**src/rtl/ps2_receptor.sv**
```systemverilog
// rtl/ps2_receptor.sv - PS/2 keyboard frame receiver with clock glitch filter, parity/stop check and timeout
module ps2_receptor #(
    parameter int FILTER_LEN = 8,
    parameter int TIMEOUT    = 100000
) (
    input  logic       clk,
    input  logic       reset,
    input  logic       ps2d,
    input  logic       ps2c,
    input  logic       rx_en,
    output logic [7:0] dout,
    output logic       rx_done_tick,
    output logic       err_tick
);

    localparam int TW = (TIMEOUT > 2) ? $clog2(TIMEOUT) : 1;

    typedef enum logic [1:0] {
        IDLE,
        DATA,
        LOAD
    } state_t;

    logic                  ps2c_meta;
    logic                  ps2c_sync;
    logic                  ps2d_meta;
    logic                  ps2d_sync;
    logic [FILTER_LEN-1:0] filter_reg;
    logic                  f_ps2c_reg;
    logic                  f_ps2c_next;
    logic                  fall_edge;

    state_t                state_reg;
    state_t                state_next;
    logic [3:0]            n_reg;
    logic [3:0]            n_next;
    logic [9:0]            b_reg;
    logic [9:0]            b_next;
    logic [TW-1:0]         t_reg;
    logic [TW-1:0]         t_next;
    logic [7:0]            dout_next;
    logic                  done_next;
    logic                  err_next;

    // two-flop synchronisers for both asynchronous PS/2 lines; idle level is high
    always_ff @(posedge clk) begin
        if (reset) begin
            ps2c_meta <= 1'b1;
            ps2c_sync <= 1'b1;
            ps2d_meta <= 1'b1;
            ps2d_sync <= 1'b1;
        end else begin
            ps2c_meta <= ps2c;
            ps2c_sync <= ps2c_meta;
            ps2d_meta <= ps2d;
            ps2d_sync <= ps2d_meta;
        end
    end

    // filtered clock only changes once the whole sample window agrees
    always_comb begin
        f_ps2c_next = f_ps2c_reg;
        if (&filter_reg) begin
            f_ps2c_next = 1'b1;
        end else if (~|filter_reg) begin
            f_ps2c_next = 1'b0;
        end
    end

    // sample window shift, filtered level and registered falling-edge pulse
    always_ff @(posedge clk) begin
        if (reset) begin
            filter_reg <= '1;
            f_ps2c_reg <= 1'b1;
            fall_edge  <= 1'b0;
        end else begin
            filter_reg <= {ps2c_sync, filter_reg[FILTER_LEN-1:1]};
            f_ps2c_reg <= f_ps2c_next;
            fall_edge  <= f_ps2c_reg & ~f_ps2c_next;
        end
    end

    // frame FSM state, shift register, counters and registered outputs
    always_ff @(posedge clk) begin
        if (reset) begin
            state_reg    <= IDLE;
            n_reg        <= 4'd0;
            b_reg        <= 10'd0;
            t_reg        <= '0;
            dout         <= 8'h00;
            rx_done_tick <= 1'b0;
            err_tick     <= 1'b0;
        end else begin
            state_reg    <= state_next;
            n_reg        <= n_next;
            b_reg        <= b_next;
            t_reg        <= t_next;
            dout         <= dout_next;
            rx_done_tick <= done_next;
            err_tick     <= err_next;
        end
    end

    // next-state logic: start detect, bit shifting with timeout, frame validation
    always_comb begin
        state_next = state_reg;
        n_next     = n_reg;
        b_next     = b_reg;
        t_next     = t_reg;
        dout_next  = dout;
        done_next  = 1'b0;
        err_next   = 1'b0;
        case (state_reg)
            IDLE: begin
                t_next = '0;
                if (fall_edge && rx_en && !ps2d_sync) begin
                    n_next     = 4'd9;
                    state_next = DATA;
                end
            end
            DATA: begin
                if (fall_edge) begin
                    b_next = {ps2d_sync, b_reg[9:1]};
                    t_next = '0;
                    if (n_reg == 4'd0) begin
                        state_next = LOAD;
                    end else begin
                        n_next = n_reg - 4'd1;
                    end
                end else if (t_reg == TW'(TIMEOUT - 2)) begin
                    // counter is about to reach TIMEOUT-1: abandon the truncated frame
                    t_next     = '0;
                    err_next   = 1'b1;
                    state_next = IDLE;
                end else begin
                    t_next = t_reg + 1'b1;
                end
            end
            LOAD: begin
                state_next = IDLE;
                // b_reg = {stop, parity, d7..d0}; odd parity means XOR over 9 bits is 1
                if (b_reg[9] && (^b_reg[8:0])) begin
                    dout_next = b_reg[7:0];
                    done_next = 1'b1;
                end else begin
                    err_next = 1'b1;
                end
            end
            default: begin
                state_next = IDLE;
            end
        endcase
    end

endmodule

```
**config.mk**
```make
export PLATFORM = sky130hd
export DESIGN_NAME = ps2_receptor
export DESIGN_NICKNAME = d
export VERILOG_FILES = /design/src/rtl/ps2_receptor.sv
export SDC_FILE = /design/constraint.sdc
export NUM_CORES = 1
export LEC_CHECK = 0
export ABC_AREA = 0
export CORE_AREA = 2 2 70 72
export CTS_CLUSTER_DIAMETER = 120
export DETAILED_ROUTE_END_ITERATION = 8
export DIE_AREA = 0 0 72 74
export PLACE_DENSITY = 0.74
export SYNTH_ARGS = -nofsm -noshare
export SYNTH_HDL_FRONTEND = slang
export SYNTH_SLANG_ARGS = --single-unit
```
**constraint.sdc**
```tcl
create_clock -name clk -period 2.1 [get_ports clk]
set_input_delay 0.42 -clock clk [delete_from_list [all_inputs] [get_ports clk]]
set_output_delay 0.42 -clock clk [all_outputs]
set_load 0.02 [all_outputs]
```
==> results of run 1 <==
[power by group]
group          total (W)  leakage [nW]  switching [W]  internal, W
logic           0.000360         0.430       0.000203     0.000157
registers        0.00113         0.461      0.0000224      0.00111
clock network    0.00100        0.0912       0.000457     0.000544
[kinds of logic (layout without fill, tap and decap cells)]
logic type | Yosys count | count (layout) | share of synthesized area, %
multiplexers | 10 | 10 | 4.421
AO/OA/AOI/OAI | 51 | 51 | 13.16
XOR/XNOR | 15 | 15 | 6.238
adder cells (fa/ha/maj) | 6 | 6 | 2.947
buffers and inverters | 21 | 52 | 3.193
flip-flops | 57 | 57 | 44.79
AND/OR/NAND/NOR | 120 | 120 | 25.25
[through the flow]
stage	std cells	hold WS (ns)	cell area [µm²]	util [%]	power (W)
floorplan	280	0.3895	2547	-	0.001402
global placement	349	0.3917	2810	61.12	0.001518
detailed placement	349	0.3967	2810	61.12	0.001514
CTS	365	0.4128	3005	65.36	0.002511
global route	365	0.4319	3005	65.36	0.002610
finish	365	0.4115	3005	65.36	0.002494
[critical path, cell delays in order, from the launching register on]
cell and delay, ns:
dfxtp_1 0.37, or4b_1 0.59, o41a_1 0.43, or3b_1 0.40
a21oi_1 0.12
[layout by cell type (no fill, tap or decap), types with 7 or more instances in the layout]
cell / netlist / routed
nand2b_1: 18 / 18
dfxtp_1: 57 / 57
clkbuf_8: 0 / 9
inv_1: 11 / 11
mux2i_1: 9 / 9
nor2_1: 16 / 16
a21oi_1: 22 / 22
nand2_1: 32 / 32
clkdlybuf4s50_1: 0 / 14
xnor2_1: 8 / 8
or2_2: 14 / 14
o21ai_0: 7 / 7
buf_4: 0 / 10
[worst max path at each step]
stage                          startpoint                   endpoint  slack [ns]  cells after the start
global route        t_reg[5]$_SDFFE_PP0P_        err_tick$_SDFF_PP0_        0.03                      4
CTS                 t_reg[5]$_SDFFE_PP0P_  state_reg[0]$_SDFFE_PP0P_        0.14                      4
finish              t_reg[5]$_SDFFE_PP0P_  state_reg[0]$_SDFFE_PP0P_        0.12                      4
global placement                    rx_en      n_reg[2]$_SDFFE_PP0P_        0.17                      6
detailed placement  t_reg[5]$_SDFFE_PP0P_  state_reg[0]$_SDFFE_PP0P_        0.15                      4
floorplan           t_reg[6]$_SDFFE_PP0P_     t_reg[10]$_SDFFE_PP0P_        0.22                      5
[cells in the mapped netlist (6+ instances only)]
master     n  share of area, %
a21oi_1   22               4.3
clkbuf_1   8               1.2
dfxtp_1   57                45
ha_1       6               2.9
inv_1     11               1.6
mux2i_1    9               3.5
nand2_1   32               4.7
nand2b_1  18               4.4
nor2_1    16               2.4
nor3_1     6               1.2
o21ai_0    7               1.4
or2_2     14               3.4
xnor2_1    8               2.8
[layer usage]
layer,vias to the layer above,global-route usage [%],part of all wire [%]
met5,-,0,0
met4,0,7.547,1.4
met3,6,6.504,3.2
met2,28,30.35,44
met1,877,23.74,51
li1,1025,-,-
[layout make-up]
class | instances | area (µm²)
Clock inverter | 7 | 71.32
Multi-Input combinational cell | 202 | 1325
Clock buffer | 9 | 123.9
Sequential cell | 57 | 1141
Inverter | 11 | 41.29
Tap cell | 54 | 67.56
Fill cell | 387 | 1593
Timing Repair Buffer | 25 | 235.2
==> results.tsv, run 1 <==
stage	metric	value	unit
timing	finalHoldViolCount	0	
clock_network	post_cts_resize_count	0	
critical_path	critPathCaptureType	flop	
placement	place.detailed.hpwl	3072	µm
drt	routed-via-count	1936	
clock_network	clock_sink_count	57	
clock_network	postCtsSetupRepairBufs	0	
drt	routed_wire_length_per_instance	12.55	µm
grt	total_global_routing_track_utilization	18.96	%
grt	number_of_global_route_vias_before_repair	1786	
synth	syn_area_per_cell	9.098	µm²
run	max_cap_viol_count	0	
critical_path	reg2reg_slack	0.12	ns
min_path	worstHoldPathType	flop to flop	
synth	synth-edff-count	0	
cells_and_area	max_ffs_per_register	17	
critical_path	worst_r2r_path_depth	4	
timing	setup_total_negative_slack	0	ns
pwr	powerDensity	829.8	mW/mm²
drt	drcViolationCount	0	
synth	synth_async_sr_flop_share	0	%
drt	via_per_inst	5.304	
pwr	leakagePower	0.9824	nW
clock_network	worst_skew_pair.late_latency	0.34	ns
timing	drv_slew	0	
timing	skew	0.01084	ns
min_path	timing.hold.worst_endpoint	ps2d_sync$_SDFF_PP1_	
critical_path	critical_path_maximum_fanout	7	
cells_and_area	drive_above_1_share	14.47	%
synth	synth_seq_area_share	44.79	%
timing	slew_headroom	64.08	%
drt	dr.pass1.iters	4	
min_path	min_from	ps2d_meta$_SDFF_PP1_	
timing	worst_slack	0.1193	ns
die	die-height	74	µm
placement	worst_slack_at_placement	0.1510	ns
grt	antenna_found_initial	0	
timing	grt_setup_unrepaired	false	
cells_and_area	insertedDiodeCount	0	
placement	place.gp.congestion	0.8551	
die	starting_density	55.40	%
clock_network	clockRootBuffer	clkbuf_8	
critical_path	reg2reg_from	t_reg[5]$_SDFFE_PP0P_	
cells_and_area	nets	317	
placement	io_buffer_count	14	
die	design.die.area	0.005328	mm²
min_path	hold_path_depth	1	
timing	period_needed	1.981	ns
grt	grt_first_pass_wirelength	7831	µm
clock_network	path_clk_slew	0.07	ns
die	placeable_core_region	0.004598	mm²
die	floorplan.rows	25	
critical_path	crit_arrival	2.25	ns
synth	synthDistinctLibCells	47	
timing	tightest_pin_transition	0.5376	ns
run_status	run_status	complete, no violations	
pwr	ir_worst_vdd	489.0	µV
clock_network	ctsHtreeMaxLevel	3	
timing	post-route-period-util	94.32	%
grt	gr-total-overflow	0	
synth	yosys_register_bits	57	
timing	max_freq	504.9	MHz
clock_network	cts_hold_repair.buffers	0	
critical_path	worstPathRequired	2.37	ns
critical_path	criticalPathCategory	flop to flop	
synth	synth_cells	280	
die	num_io_pins	15	
cells_and_area	area.growth.synth_to_final	17.98	%
timing	setup_violations	0	
die	dieWidth	72	µm
clock_network	cts_buffer_depth	2	
clock_network	tritoncts	built	
critical_path	r2r-end	state_reg[0]$_SDFFE_PP0P_	
synth	netlist_area	0.002547	mm²
synth	synth_fp_nets	291	
drt	finalWirelength	4580	µm
synth	synth-warning-count	0	
drt	drt_first_iter_violations	113	
grt	maximum_number_of_pins_on_one_net_before_global_route_repair	54	
drt	drt.antenna.violating_nets	0	
synth	dominantRegCellSynth	dfxtp_1	
critical_path	startpoint_class_of_the_critical_path	flop	
clock_network	numCtsBuffers	9	
No activity file was read; power rests on OpenSTA's default activity.
==> run 2: changes to the inputs <==
--- a/config.mk
+++ b/config.mk
@@ -10,6 +10,7 @@
 export CTS_CLUSTER_DIAMETER = 120
 export DETAILED_ROUTE_END_ITERATION = 8
 export DIE_AREA = 0 0 72 74
+export HOLD_SLACK_MARGIN = 0.12
 export PLACE_DENSITY = 0.74
 export SYNTH_ARGS = -nofsm -noshare
 export SYNTH_HDL_FRONTEND = slang
==> results of run 2 <==
Same layout as run 1: the final DEF is identical, and so are final timing and power.
